==> src/rtl/rca_seq_pkg.sv <==
// Shared types and defaults for the sequential ripple-carry add/sub controller.
package rca_seq_pkg;

    localparam int RCA_SEQ_WIDTH = 32;
    localparam int RCA_SEQ_CHUNK = 8;

    typedef enum logic [1:0] {
        IDLE = 2'd0,
        RUN  = 2'd1,
        DONE = 2'd2
    } state_t;

endpackage

==> src/rtl/rca.sv <==
// Ripple-carry adder of SIZE bits, one full-adder cell per bit.
module rca #(
    parameter int SIZE = 8
) (
    input  logic [SIZE-1:0] a,
    input  logic [SIZE-1:0] b,
    input  logic            cin,
    output logic [SIZE-1:0] sum,
    output logic            cout
);

    logic [SIZE:0] c;

    always_comb begin
        c    = '0;
        sum  = '0;
        c[0] = cin;
        for (int i = 0; i < SIZE; i++) begin
            sum[i]   = a[i] ^ b[i] ^ c[i];
            c[i+1]   = (a[i] & b[i]) | (c[i] & (a[i] ^ b[i]));
        end
        cout = c[SIZE];
    end

endmodule

==> src/rtl/rca_seq_ctrl.sv <==
// Multi-cycle adder: one CHUNK-wide RCA reused over WIDTH/CHUNK cycles, LS slice first.
// Optional subtract support is enabled with the RCA_SEQ_SUB_EN macro.
module rca_seq_ctrl
    import rca_seq_pkg::*;
#(
    parameter int WIDTH = RCA_SEQ_WIDTH,
    parameter int CHUNK = RCA_SEQ_CHUNK
) (
    input  logic             clk,
    input  logic             rst_n,
    input  logic             in_valid,
    output logic             in_ready,
    input  logic [WIDTH-1:0] a,
    input  logic [WIDTH-1:0] b,
    input  logic             sub,
    output logic             out_valid,
    input  logic             out_ready,
    output logic [WIDTH-1:0] result,
    output logic             carry_out,
    output logic             overflow
);

    localparam int N     = WIDTH / CHUNK;
    localparam int IDX_W = (N > 1) ? $clog2(N) : 1;
    localparam logic [IDX_W-1:0] LAST_IDX = IDX_W'(N - 1);

    generate
        if (WIDTH % CHUNK != 0) begin : g_bad_chunk
            $error("rca_seq_ctrl: WIDTH must be a multiple of CHUNK");
        end
    endgenerate

    state_t           state;
    logic [IDX_W-1:0] idx;
    logic             carry_r;
    logic [WIDTH-1:0] a_r;
    logic [WIDTH-1:0] b_r;
    logic [WIDTH-1:0] result_r;
    logic             sub_eff;
    logic [CHUNK-1:0] slice_a;
    logic [CHUNK-1:0] slice_b;
    logic [CHUNK-1:0] slice_sum;
    logic             slice_cout;

`ifdef RCA_SEQ_SUB_EN
    assign sub_eff = sub;
`else
    logic unused_sub;
    assign unused_sub = sub;
    assign sub_eff    = 1'b0;
`endif

    // Handshakes: a transfer happens on a rising edge where valid and ready are both high;
    // ready depends only on registered state (and rst_n), never on the partner's valid.
    assign in_ready  = rst_n && (state == IDLE);
    assign out_valid = (state == DONE);

    assign slice_a = a_r[idx*CHUNK +: CHUNK];
    assign slice_b = b_r[idx*CHUNK +: CHUNK];

    rca #(.SIZE(CHUNK)) u_rca (
        .a    (slice_a),
        .b    (slice_b),
        .cin  (carry_r),
        .sum  (slice_sum),
        .cout (slice_cout)
    );

    always_ff @(posedge clk) begin
        if (!rst_n) begin
            state    <= IDLE;
            idx      <= '0;
            carry_r  <= 1'b0;
            a_r      <= '0;
            b_r      <= '0;
            result_r <= '0;
        end else begin
            case (state)
                IDLE: begin
                    if (in_valid) begin
                        a_r      <= a;
                        // Subtraction is a + ~b + 1: invert here, the +1 rides in on carry_r.
                        b_r      <= sub_eff ? ~b : b;
                        carry_r  <= sub_eff;
                        idx      <= '0;
                        result_r <= '0;
                        state    <= RUN;
                    end
                end
                RUN: begin
                    result_r[idx*CHUNK +: CHUNK] <= slice_sum;
                    carry_r <= slice_cout;
                    if (idx == LAST_IDX) begin
                        state <= DONE;
                    end else begin
                        idx <= idx + 1'b1;
                    end
                end
                DONE: begin
                    if (out_ready) begin
                        state <= IDLE;
                    end
                end
                default: state <= IDLE;
            endcase
        end
    end

    assign result    = result_r;
    assign carry_out = carry_r;
    assign overflow  = (a_r[WIDTH-1] == b_r[WIDTH-1]) && (result_r[WIDTH-1] != a_r[WIDTH-1]);

endmodule

==> config.mk <==
export PLATFORM = sky130hd
export DESIGN_NAME = rca_seq_ctrl
export DESIGN_NICKNAME = d
export VERILOG_FILES = /design/src/rtl/rca_seq_pkg.sv /design/src/rtl/rca.sv /design/src/rtl/rca_seq_ctrl.sv
export SDC_FILE = /design/constraint.sdc
export NUM_CORES = 1
export LEC_CHECK = 0
export CORE_UTILIZATION = 40
export CTS_CLUSTER_DIAMETER = 50
export DETAILED_ROUTE_END_ITERATION = 10
export HOLD_SLACK_MARGIN = 0.06
export PLACE_DENSITY = 0.66
export SKIP_LAST_GASP = 1
export SYNTH_ARGS = -nofsm -noshare
export SYNTH_HDL_FRONTEND = slang
export SYNTH_SLANG_ARGS = --single-unit
==> constraint.sdc <==
create_clock -name clk -period 5.7 [get_ports clk]
set_input_delay 1.14 -clock clk [delete_from_list [all_inputs] [get_ports clk]]
set_output_delay 1.14 -clock clk [all_outputs]
set_load 0.02 [all_outputs]
Yosys cells after proc, flatten, opt, wreduce, memory -nomap -nowiden
Index checks and enable logic that the tools add are counted.
{ "word_totals": {"register_bits": 101, "out_inout_bits": 36, "in_bits": 69, "word_cells": 81} }
{ "classes": {"shifts": 4, "mux": 12, "bitwise": 40, "add_sub_neg": 2, "n_reduce_logical": 8, "n_eq_ne": 9} }
{ "ops": {"columns": ["operator", "n"], "rows": [
  ["case mux 32 bit (2 select lines)", 1],
  ["indexed part select 32 x 6 -> 8 bit", 2],
  ["negation 5 -> 34 bit", 1],
  ["variable shift 8 x 34 -> 32 bit, first input constant", 1],
  ["indexed part select 8 x 34 -> 32 bit", 1],
  ["bitwise mux 32 bit", 1],
  ["2-to-1 mux 32 bit", 1],
  ["AND 1 bit", 16],
  ["bitwise XOR 1 bit", 16],
  ["2-to-1 mux 2 bit", 5],
  ["OR 1 bit", 8],
  ["!= test 2 bit, second input constant", 3],
  ["case mux 2 bit (3 select lines)", 1],
  ["AND reduction 3 bit", 2],
  ["== test 2 bit, second input constant", 2],
  ["case mux 2 bit (2 select lines)", 1],
  ["AND reduction 2 bit", 2],
  ["adder 2 x 1 -> 2 bit, second input constant", 1],
  ["== test 2 x 1 -> 1 bit, second input constant", 1],
  ["logical AND 1 bit", 2],
  ["zero test 2 bit", 1],
  ["!= test 2 x 1 -> 1 bit, second input constant", 1],
  ["case mux 1 bit (2 select lines)", 1],
  ["nonzero test 2 bit", 1],
  ["other kinds (3)", 3]
]} }

Logic depth before layout (Yosys ltp)
{ "depth": {"word_depth": 20, "ltp_mapped": 16, "ltp_nobuf": 14} }

Cells and area by module
Synthesis repeated with hierarchy kept, for this count alone.
{ "hier_totals": {"cells_unflattened": 484, "hier_area_um2": 4424.2} }
{ "modules_own_cells": {"columns": ["module", "instances", "cells_per_inst", "seq_area_each_um2", "area_each_um2"], "rows": [
  ["rca_seq_ctrl", 1, 466, 2021.9, 4226.6],
  ["rca", 1, 18, 0.0, 197.7]
]} }

Worst setup path after synthesis
Ideal clock, no wire load.
{ "synth_path": {"kind": "register -> register", "start": "register idx[1]", "end": "register result_r[31], in the netlist result[31]", "t_arrival_ns": 4.339, "slack_ns": 1.224, "t_required_ns": 5.563, "setup_ns": 0.137, "synth_period_minus_slack_ns": 4.476, "path_buffers": 2, "path_stages_with_launch": 17, "cell_sequence": "dfxtp_1 -> clkbuf_1 -> buf_2 -> mux4_2 -> inv_1 -> fa_1 -> fa_1 -> fa_1 -> fa_1 -> fa_1 -> inv_1 -> fa_1 -> inv_1 -> fa_1 -> fa_1 -> nand3b_1 -> o22ai_1"} }
{ "synth_via": {"elab_chain_cells": 20, "elab_cells_between_ends": 44, "classes_between": "add/sub (1); shift (4); mux (2); bitwise (37)"} }
{ "synth_rtl": {"columns": ["item", "line", "source"], "rows": [
  ["from (decl)", "rca_seq_ctrl.sv:34", "logic [IDX_W-1:0] idx;"],
  ["from (signal assigned)", "rca_seq_ctrl.sv:96", "idx <= idx + 1'b1;"],
  ["indexed part select 32 x 6 -> 8 bit, on equally long branches", "rca_seq_ctrl.sv:58, rca_seq_ctrl.sv:59", null],
  ["bitwise XOR 1 bit", "rca.sv:19, rca.sv:20", null],
  ["AND 1 bit", "rca.sv:20", "c[i+1] = (a[i] & b[i]) | (c[i] & (a[i] ^ b[i]));"],
  ["OR 1 bit", "rca.sv:20", null],
  ["AND 1 bit", "rca.sv:20", null],
  ["OR 1 bit", "rca.sv:20", null],
  ["AND 1 bit", "rca.sv:20", null],
  ["OR 1 bit", "rca.sv:20", null],
  ["(+4 left out)", null, null],
  ["AND 1 bit", "rca.sv:20", null],
  ["OR 1 bit", "rca.sv:20", null],
  ["AND 1 bit", "rca.sv:20", null],
  ["OR 1 bit", "rca.sv:20", null],
  ["bitwise XOR 1 bit", "rca.sv:19", "sum[i] = a[i] ^ b[i] ^ c[i];"],
  ["indexed part select 8 x 34 -> 32 bit", "rca_seq_ctrl.sv:91", "result_r[idx*CHUNK +: CHUNK] <= slice_sum;"],
  ["bitwise mux 32 bit (*)", "rca_seq_ctrl.sv:91", null],
  ["case mux 32 bit (2 select lines) (*)", "rca_seq_ctrl.sv:78", "case (state)"],
  ["to (signal, indexed assignment)", "rca_seq_ctrl.sv:91", null],
  ["to (decl)", "rca_seq_ctrl.sv:38", "logic [WIDTH-1:0] result_r;"]
]} }
Every way passes the cells marked *; elsewhere a longest branch is shown, timed or not.
A chain may end at the register's enable or synchronous reset.

Final worst setup path
Ends and elaborated chain as after synthesis.

==> flow_summary.json <==
{
  "required_ps": 5990,
  "grt.overflow.total": 0,
  "synth_area_leader_cell": "dfxtp_1",
  "finalSetupTns_ps": 0,
  "post-route-period-util_pct": 80.0,
  "ys_types": 29,
  "place_hpwl_um": 7460,
  "portBuffers": 103,
  "io-pin-count": 105,
  "yosys_register_bits": 101,
  "clock-skew-final_ps": 7.76,
  "yosys-top-cells-area": "dfxtp_1, nand2_1, a21boi_1",
  "grt_pass1_wl_um": 16800,
  "hold_violations": 0,
  "area_growth_pct": 27.7,
  "relSlewSlack_pct": 35.7,
  "crit_type": "flip-flop to flip-flop",
  "post_dp_cell_area_um2": 5500,
  "antenna_found_initial": 0,
  "slowest_stage": "dfxtp_1",
  "fp.coreArea_um2": 10900,
  "clock_latency_ps": 370,
  "drc": 0,
  "gp_congestion": 0.769,
  "final_cells": 719,
  "status": "finished clean",
  "cts_hold_buf": 0,
  "pwr_density_cell_nw_per_um2": 255,
  "numCtsBuffers": 9,
  "first_pass_iters": 4,
  "seq_area_frac_synth_pct": 45.2,
  "max-cap-violations": 0,
  "clk_path_buf_depth": 2,
  "worstMarginPinSlew_ps": 964,
  "synth.top_cell.area_share_pct": 45.2,
  "crit_path_end_kind": "flip-flop",
  "diodes": 0,
  "via_count": 3599,
  "multi_input_area_um2": 2160,
  "ys_warn_count": 0,
  "leakage_nw": 2.02,
  "dp.cells": 703,
  "reg2reg_slack_ps": 1140,
  "path_cells": "mux4_2 -> inv_1 -> fa_1 -> fa_1 -> fa_1 -> fa_1 -> fa_1 -> inv_1 -> fa_1 -> inv_1 -> fa_1 -> fa_1 -> nand3b_1 -> o22ai_1",
  "setup-violations-final": 0,
  "nNetsFinal": 655,
  "drt_iter0_markers": 170,
  "ir_drop_uv": 142,
  "hold_class": "flip-flop to flip-flop",
  "crit_arrival_ps": 4850,
  "grt_max_degree": 114,
  "root_buffer": "clkbuf_8",
  "critPathMaxStageDelay_ps": 650,
  "dieWidth_um": 108,
  "h-tree-depth": 3,
  "critPathMaxFanout": 11,
  "syn_nets": 569,
  "cts_tree": "built",
  "fillers": 1052,
  "drive_above_1_share_pct": 7.60,
  "synthTopCellsByCount": "nand2_1, dfxtp_1, a21boi_1",
  "antenna_left": 0,
  "postCtsSetupBuffers": 0,
  "fin_area_um2": 5710,
  "rsz0062_at_grt": "no",
  "postSynthCellCount": 488,
  "fp.dieH_um": 108,
  "synth_async_sr_flop_share_pct": 0,
  "worst_setup_path_start_kind": "flip-flop",
  "initial_utilization_pct": 41.1,
  "synth_ff_type": "dfxtp_1",
  "drt_wl_total_um": 10300,
  "fp-row-count": 38,
  "wl_per_cell_um": 14.4,
  "final-max-slew-violation-count": 0,
  "clock_sinks": 101,
  "cts_resized": 0,
  "cpMostUsedCell": "fa_1",
  "seq_area_um2": 2020,
  "grt_pass1_vias": 3493,
  "syn_avg_cell_area_um2": 9.16,
  "hold_ws_ps": 455,
  "yosys.cell_count.top_type": "nand2_1",
  "clk_pin_slew_ps": 90,
  "cp.buffers_inverters": 3,
  "synth_edf_count": 0,
  "gr-usage-all-layers_pct": 19.0,
  "crit_family": "adder cells",
  "dieArea_um2": 11600,
  "min_period_ps": 4560,
  "syn_area_um2": 4470,
  "via_per_inst": 5.01,
  "max_freq_mhz": 219
}
cells in the final DEF, fill, tap and decap left out, types with 2 or more instances in the layout:
cell type / instances
fa_1: 8
and2_1: 3
dfxtp_1: 101
inv_1: 21
o22ai_1: 34
a21oi_1: 4
clkinv_2: 2
a21boi_0: 5
nor2_1: 2
o21ai_0: 2
a21boi_1: 60
mux4_2: 16
nand3b_1: 7
ha_1: 4
nand2_1: 171
clkbuf_8: 11
nor2b_1: 4
or3b_2: 2
clkdlybuf4s50_1: 102
nand4_1: 2
buf_4: 6
stage by stage:
step	power, mW	setup WS (ps)	utilization (%)
floorplan	0.917	1220	-
global placement	1.00	1210	50.5
detailed placement	1.01	1160	50.5
CTS	1.47	1130	52.5
global route	1.52	889	52.5
finish	1.45	1140	52.5
where the power goes:
| part | switching (mW) | leakage (nW) | internal (mW) |
|---|---|---|---|
| clock network | 0.239 | 0.110 | 0.228 |
| logic | 0.115 | 1.08 | 0.115 |
| registers | 0.0213 | 0.825 | 0.737 |
logic make-up (layout without fill, tap and decap cells):
group	Yosys count	after routing	share of synthesized area, %
mux	16	16	8.06
fa+ha+maj	12	12	4.70
flops	101	101	45.2
compound gates	106	106	16.5
buf+inv	55	146	6.69
simple gates	198	198	18.8
worst register-to-register path, delay by kind of cell (launching register included):
kind	cells	cell delay (ps)
DFF	1	650
and+or+nand+nor	1	180
AOI/OAI and AO/OA	1	150
adders and majority gates	8	3010
buffers and inverters	3	200
muxes	1	300
final cells by class:
class | instances | share of cell area, %
clock buffers | 11 | 2.65
repair buffers | 109 | 18.8
flip-flops and latches | 101 | 35.4
clock inverters | 5 | 1.01
well taps | 140 | 3.07
inverters | 21 | 1.38
multi-input cells | 332 | 37.7
state kept, by name (all words and copies together), names as in the netlist:
| register | cells |
|---|---|
| carry_out | 1 |
| result | 32 |
| a_r | 32 |
| state | 2 |
| idx | 2 |
| b_r | 32 |
path summary, 6_finish.rpt:
kind	start	to	cells past startpoint
max	idx[1]	result[31]	14
min	b_r[19]	b_r[19]	2
max reg2reg	idx[1]	result[31]	14
min reg2reg	b_r[19]	b_r[19]	2
layer usage:
| layer | vias to the layer above | wire length [µm] | part of all wire, % | GRT usage (%) |
|---|---|---|---|---|
| li1 | 1807 | - | - | - |
| met5 | - | 0 | 0 | 0 |
| met3 | 6 | 467 | 4.5 | 4.12 |
| met1 | 1695 | 4660 | 45 | 24.0 |
| met4 | 0 | 102 | 0.99 | 5.28 |
| met2 | 91 | 5130 | 50 | 32.4 |
Power figures use the tool's default switching activity.
